## src/rtl/dat_mem_stk.sv

```systemverilog
// dat_mem_stk: data memory with a random-access load/store port and a downward-growing hardware stack sharing one write port. Optional macro DAT_MEM_RD_REG_EN registers dat_out and stk_top (1-cycle, read-first).
module dat_mem_stk #(
    parameter int DW          = 8,
    parameter int AW          = 8,
    parameter int STACK_BASE  = 255,
    parameter int STACK_LIMIT = 192
) (
    input  logic          clk,
    input  logic          reset,
    input  logic [AW-1:0] addr,
    input  logic [DW-1:0] dat_in,
    input  logic          wr_en,
    input  logic          push,
    input  logic          pop,
    input  logic          err_clr,
    output logic [DW-1:0] dat_out,
    output logic [DW-1:0] stk_top,
    output logic [AW-1:0] sp,
    output logic          full,
    output logic          empty,
    output logic [2:0]    err
);
    localparam int DEPTH = STACK_BASE - STACK_LIMIT + 1;
    localparam int CW = $clog2(DEPTH + 1);
    localparam logic [CW-1:0] depth_c = CW'(DEPTH);
    localparam logic [CW-1:0] one_c = CW'(1);
    localparam logic [AW-1:0] one_a = AW'(1);
    localparam logic [AW-1:0] base_a = AW'(STACK_BASE);

    logic [DW-1:0] core [0:(1<<AW)-1];
    logic [CW-1:0] count;
    logic [AW-1:0] sp_inc, sp_dec, wa;
    logic          push_ok, pop_ok, repl, store, we;
    logic [2:0]    err_set;
    logic [DW-1:0] dat_comb, top_comb;

    assign full   = count == depth_c;
    assign empty  = count == '0;
    assign sp_inc = sp + one_a;
    assign sp_dec = sp - one_a;

    // Decode the cycle: stack ops take the write port ahead of stores; a push+pop on an empty stack degrades to a push.
    always_comb begin
        push_ok = push && (pop ? empty : !full);
        repl    = push && pop && !empty;
        pop_ok  = pop && !push && !empty;
        store   = wr_en && !push && !pop;
        err_set = {wr_en && (push || pop), pop && empty, push && !pop && full};
        we      = push_ok || repl || store;
        wa      = push_ok ? sp : repl ? sp_inc : addr;
    end

    // Stack pointer, depth and sticky errors; a new error outranks a same-cycle clear.
    always_ff @(posedge clk) begin
        if (reset) begin
            sp    <= base_a;
            count <= '0;
            err   <= '0;
        end else begin
            sp    <= push_ok ? sp_dec : pop_ok ? sp_inc : sp;
            count <= push_ok ? count + one_c : pop_ok ? count - one_c : count;
            err   <= (err_clr ? 3'b000 : err) | err_set;
        end
    end

    // Single shared write port; contents survive reset but reset suppresses the write.
    always_ff @(posedge clk) begin
        if (!reset && we) core[wa] <= dat_in;
    end

    assign dat_comb = core[addr];
    assign top_comb = empty ? '0 : core[sp_inc];

`ifdef DAT_MEM_RD_REG_EN
    // Registered reads sample the array before this edge's write lands, giving read-first behaviour.
    always_ff @(posedge clk) begin
        if (reset) begin
            dat_out <= '0;
            stk_top <= '0;
        end else begin
            dat_out <= dat_comb;
            stk_top <= top_comb;
        end
    end
`else
    assign dat_out = dat_comb;
    assign stk_top = top_comb;
`endif
endmodule

```

## config.mk

```make
export PLATFORM = sky130hd
export DESIGN_NAME = dat_mem_stk
export DESIGN_NICKNAME = d
export VERILOG_FILES = /design/src/rtl/dat_mem_stk.sv
export SDC_FILE = /design/constraint.sdc
export NUM_CORES = 2
export LEC_CHECK = 0
export ABC_CLOCK_PERIOD_IN_PS = 5100
export BUFFER_PORTS_ARGS = -buffer_cell sky130_fd_sc_hd__buf_2
export CORE_MARGIN = 3
export CORE_UTILIZATION = 58
export CTS_CLUSTER_DIAMETER = 30
export CTS_CLUSTER_SIZE = 14
export DETAILED_ROUTE_END_ITERATION = 6
export MAX_ROUTING_LAYER = met4
export PLACE_DENSITY = 0.79
export SLEW_MARGIN = 40
export SYNTH_ARGS = -nofsm -noshare
export SYNTH_HDL_FRONTEND = slang
export SYNTH_SLANG_ARGS = --single-unit
```

## constraint.sdc

```tcl
create_clock -name clk -period 5.1 [get_ports clk]
set_input_delay 1.02 -clock clk [delete_from_list [all_inputs] [get_ports clk]]
set_output_delay 1.02 -clock clk [all_outputs]
set_load 0.02 [all_outputs]
```

-- Word-level counts from Yosys, hierarchy flattened
Memory sizes are Yosys's and may differ from the RTL's.
Index checks and enable logic that the tools add are counted.
- flip-flop bits (word level): 18
- memory bits (writable): 2048
- memories: 1
- word-level logic and storage cells: 43
- input port bits: 22
- output and inout bits: 29
- memory list (name ; depth ; width ; read ports ; clocked after Yosys merged registers in ; write ports ; RTL line ; RTL):
    core ; 256 ; 8 ; 2 ; 0 ; 1 ; 30 ; logic [DW-1:0] core [0:(1<<AW)-1];
- multiplexer cells: 11
- equal/unequal tests: 1
- bitwise logic cells: 1
- reduce and logical (&&, ||, !) cells: 22
- add/sub/neg operators: 4
- operators with widths (operator ; count):
    $mux W8 ; 5
    $mux W7 ; 2
    $logic_and A1 B1 Y1 ; 12
    $add A8 B1 Y8 const B ; 1
    $sub A8 B1 Y8 const B ; 1
    $add A7 B1 Y7 const B ; 1
    $eq A7 B7 Y1 const B ; 1
    $logic_not A7 Y1 ; 1
    $sub A7 B1 Y7 const B ; 1
    $logic_not A1 Y1 ; 5
    $logic_or A1 B1 Y1 ; 3
    $mux W1 ; 3
    $mux W3 ; 1
    $or A3 B3 Y3 ; 1
    $reduce_bool A2 Y1 ; 1

-- Longest topological paths before layout
- depth after elaboration: 9
- gate-level depth with buffers: 20
- gate-level depth less buffers: 12

-- Least setup slack after synthesis
No wires, ideal clock.
- path kind: reg-to-output
- from: register sp[0]
- to: output port stk_top[3]
- required time: 4080 ps
- path slack: -198 ps
- arrival time: 4278 ps
- buffers on the path: 9
- stages on the path, launching flop included: 18
- path through: dfxtp_1 buf_4 buf_2 inv_1 buf_4 buf_2 clkbuf_1 ha_1 buf_6 buf_8 buf_8 buf_4 mux4_2 nand2_1 and3_1 nor4_1 o21ai_0 a2111oi_1
- cells in the longest elaborated chain, start to end: 3
- ends and longest elaborated chain (item ; RTL line ; RTL):
    from (decl) ; 18 ; output logic [AW-1:0] sp,
    from (signal assigned) ; 56 ; sp <= base_a;
    from (signal assigned) ; 60 ; sp <= push_ok ? sp_dec : pop_ok ? sp_inc : sp;
    $add A8 B1 Y8 ; 39 ; assign sp_inc = sp + one_a;
    $mem_v2 Z256 W8 ; - ;
    $mux W8 ; 72 ; assign top_comb = empty ? '0 : core[sp_inc];
    to (decl) ; 17 ; output logic [DW-1:0] stk_top,
Every way passes these cells.

-- Worst setup path after layout
- from: register sp[0]
- to: output port stk_top[2]
Same word-level chain as after synthesis.

==> tab_implementation.tex <==
\begin{tabular}{lr}
\hline
Metric & Value \\
\hline
\multicolumn{2}{l}{\textbf{Timing}} \\
\quad Final hold slack & 0.341 ns \\
\quad Post-route fraction of the period consumed by the critical path & 1.14 \\
\quad Worst slew margin & 0.333 \\
\quad Post-layout minimum cycle time & 5.79 ns \\
\quad Worst Max-Slew Pin Slew & 0.996 ns \\
\quad Post-route setup slack & -0.690 ns \\
\quad Unrepaired setup endpoints after global routing & yes \\
\quad Peak clock frequency supported by timing & 173 MHz \\
\quad Final max-slew violation count & 0 \\
\quad Final number of hold-violating endpoints & 0 \\
\quad Worst clock skew & 0.0622 ns \\
\quad Setup-failing EPs final & 9 \\
\multicolumn{2}{l}{\textbf{Routing}} \\
\quad Initial DRC Count & 12,300 \\
\quad Overall via count from detail\_route & 67,500 \\
\quad Number of detailed-routing iterations run before antenna repair & 7 \\
\quad Total length of routed wires & 363,000 µm \\
\quad Remaining number of nets flagged by the antenna check after routing & 0 \\
\quad Wirelength per Cell & 41.1 µm \\
\quad Detailed-route DRC error count & 35 \\
\quad DR vias/cell & 7.64 \\
\multicolumn{2}{l}{\textbf{Min path}} \\
\quad Class of the tightest hold or removal check & in2reg \\
\multicolumn{2}{l}{\textbf{Synth}} \\
\quad Flops \& latches, synth & 2,066 \\
\quad Adder-Cell Fraction of Synth Area & 0.00121 \\
\quad Post-synth top area share & 0.621 \\
\quad FFs w/ async S/R, synth & 0 \\
\quad Share of cell area taken by muxes after synthesis & 0.259 \\
\quad Synth Area in Simple Gates & 0.0498 \\
\quad Count of unique library cells instantiated by Yosys & 95 \\
\quad Synth top area cells & edfxtp\_1 62\%, mux4\_2 23\%, mux2i\_1 2.5\%, nand2\_1 1.9\%, nor2\_1 1.2\% \\
\quad Most common cell in the netlist & edfxtp\_1 \\
\quad Post-synthesis net count & 5,472 \\
\quad Post-synth EDFFs & 2,048 \\
\quad Flip-flop cell with the highest count after synthesis & edfxtp\_1 \\
\quad Number of synthesis warnings & 0 \\
\quad Fraction of the mapped netlist area in compound gates & 0.0345 \\
\quad Largest family of logic cells by synthesized area & multiplexers \\
\quad Total standard cell area after synthesis & 0.0990 mm² \\
\quad Leading post-synthesis cells by instance count & 2,048 x edfxtp\_1, 1,007 x mux4\_2, 505 x nand2\_1 \\
\quad Cell type with the highest aggregate area in the netlist & edfxtp\_1 \\
\quad Synthesized instance count & 5,441 \\
\quad Share of synthesized area occupied by flip-flops and latches & 0.625 \\
\quad Mean area per synthesized cell & 18.2 µm² \\
\quad Share of the synthesized netlist area taken by xor and xnor gates & 0.00164 \\
\multicolumn{2}{l}{\textbf{Outcome}} \\
\quad Result of the run & finished with violations \\
\quad Violations in the final reports & design-rule violations, negative setup slack \\
\multicolumn{2}{l}{\textbf{Worst setup path}} \\
\quad Worst Path Required & 4.08 ns \\
\quad Endpoint class of the critical path & primary output \\
\quad CP startpoint kind & register \\
\quad Number of buffer and inverter instances along the worst setup path & 4 \\
\quad Largest fanout on the critical path & 27 \\
\quad Worst stage delay on the critical path & 0.76 ns \\
\quad Worst path top cell family by delay & buffers and inverters \\
\quad Most used cell along the critical path & buf\_4 \\
\quad Crit path cell chain & inv\_2 > buf\_4 > buf\_4 > mux2i\_1 > a22oi\_1 > o311a\_1 > nor4\_4 > nor4\_4 > buf\_4 \\
\quad Slowest CP cell & buf\_4 \\
\quad Critical path data arrival time & 4.77 ns \\
\quad Type of the worst setup path & reg2out \\
\multicolumn{2}{l}{\textbf{Global routing}} \\
\quad Antenna violations before repair & 24 \\
\quad Via count of the first global-routing pass & 67,200 \\
\quad Pin count of the biggest net entering global routing & 177 \\
\quad Overall overflow remaining after global route & 0 \\
\quad Wire length of the first global-routing pass & 502,000 µm \\
\quad Overall fraction of global-route tracks in use & 0.420 \\
\multicolumn{2}{l}{\textbf{Clock tree}} \\
\quad Clock Sinks & 2,066 \\
\quad Clock latency at the later pin of the worst-skew pair & 0.99 ns \\
\quad CTS tree & done \\
\quad Maximum clock path buffer count & 4 \\
\quad Clock tree root buffer cell & clkbuf\_16 \\
\quad Inserted Clock Buffers & 412 \\
\quad Clock transition at the registers of the reported paths & 0.05 ns \\
\quad \# hold bufs at CTS & 0 \\
\quad H-tree depth & 5 \\
\multicolumn{2}{l}{\textbf{Power and ir drop}} \\
\quad Leakage power figure & 41.4 nW \\
\quad Power density relative to cell area & 674 mW/mm² \\
\quad Maximum ir drop on the vdd rail & 0.735 mV \\
\multicolumn{2}{l}{\textbf{Cells and area}} \\
\quad Synth-to-layout area growth & 23.9\% \\
\quad Count of nets after finishing & 6,298 \\
\quad Final core utilization & 0.728 \\
\quad Ratio of cells with drive above 1 in the final layout & 0.424 \\
\multicolumn{2}{l}{\textbf{Floorplanning}} \\
\quad Core Rows & 150 \\
\quad Effective utilization at floorplan & 0.588 \\
\quad I/O pin count & 51 \\
\quad Total die area & 0.176 mm² \\
\quad Die Wd & 419 µm \\
\quad Core ar. & 0.168 mm² \\
\quad Height of the chip & 419 µm \\
\multicolumn{2}{l}{\textbf{Placement}} \\
\quad IO Port Bufs & 50 \\
\quad Placed wire-length estimate after detailed placement & 216,000 µm \\
\quad Worst setup slack after placement & -0.282 ns \\
\quad Final weighted congestion of routability-driven global placement & 1.05 \\
\multicolumn{2}{l}{\textbf{Run}} \\
\quad Number of maximum-capacitance violations & 0 \\
\hline
\end{tabular}
==> worst paths after layout <==
path	from	cells past startpoint	to	slack, ns
max	sp[0]	9	stk_top[2]	-0.69
min	err_clr	3	err[2]	0.34
max reg2reg	sp[0]	9	core[83][1]	0.78
min reg2reg	err[2]	2	err[2]	0.49
==> cell families (layout without fill, tap and decap cells) <==
logic type      Yosys count  in the layout
mux                    1299           1299
buf+inv                 449           1601
xor+xnor                 16             16
flops                  2066           2066
other cells               0             36
simple gates           1131           1131
fa+ha+maj                 9              9
compound gates          471            471
==> layer usage <==
layer	up-vias	share of wire	routed length (µm)	track usage
met5	-	0	0	-
met2	7181	0.45	163000	0.601
met4	0	0.092	33400	0.298
met1	33800	0.30	109000	0.498
li1	24700	-	-	-
met3	1883	0.16	57000	0.150
==> final cells by class <==
| class | count | area, µm² |
|---|---|---|
| fill | 9078 | 45800 |
| antenna | 36 | 90.1 |
| clock inverter | 274 | 3110 |
| tap | 2204 | 2760 |
| inverter | 16 | 77.6 |
| clock buffer | 466 | 10700 |
| sequential | 2066 | 61900 |
| multi-input combinational | 2926 | 35500 |
| timing repair buffer | 845 | 8460 |
==> state kept, by name (all words and copies together), names as in the netlist <==
signal	count
err	3
sp	8
count	7
core	2048
==> placed cells by master (no fill, tap or decap), types with 22 or more instances in the layout <==
master / count
a21oi_1: 86
a22oi_1: 31
a31oi_1: 46
a32oi_1: 41
and3_1: 33
buf_12: 86
buf_16: 26
buf_2: 33
buf_4: 642
buf_6: 23
bufinv_16: 58
clkbuf_1: 44
clkbuf_16: 428
clkinv_1: 56
clkinv_2: 62
clkinv_4: 29
clkinvlp_4: 35
diode_2: 36
edfxtp_1: 2048
inv_6: 31
mux2_2: 44
mux2i_1: 220
mux4_2: 1007
nand2_1: 496
nand2_2: 33
nand3_1: 103
nand4_1: 22
nor2_1: 276
nor2_2: 52
o211ai_1: 31
o21ai_0: 30
o22ai_1: 27
==> through the flow <==
step	setup TNS (ns)	std cells	area, µm²	total power (W)
4_1_cts	-2.71	8746	121000	0.0788
2_1_floorplan	0	5441	99000	0.0361
5_1_grt	-3.38	8823	123000	0.0833
3_3_place_gp	-2.11	7942	106000	0.0476
3_5_place_dp	-0.767	7948	106000	0.0479
6_report	-3.86	8833	123000	0.0826
==> report_power, final <==
group          internal, W  total, W  switching, W
clock               0.0180    0.0272       0.00920
sequential          0.0189    0.0190      0.000153
combinational       0.0150    0.0364        0.0214
total               0.0518    0.0826        0.0307
==> worst register-to-register path, stage by stage (launching register included) <==
cell,delay [ns]
dfxtp_4,0.36
buf_4,0.11
buf_4,0.23
and4_2,0.32
nand2_1,0.14
xnor2_2,0.21
a22oi_1,0.61
o211a_1,0.46
nand2_1,0.59
nor2_1,0.87
==> timing repair <==
action	CTS	global route
buffers inserted	47	49
setup endpoints to repair	11	15
resized for setup	179	82
cloned	14	7
pin swaps	24	35
(Power assumes the default switching activity.)
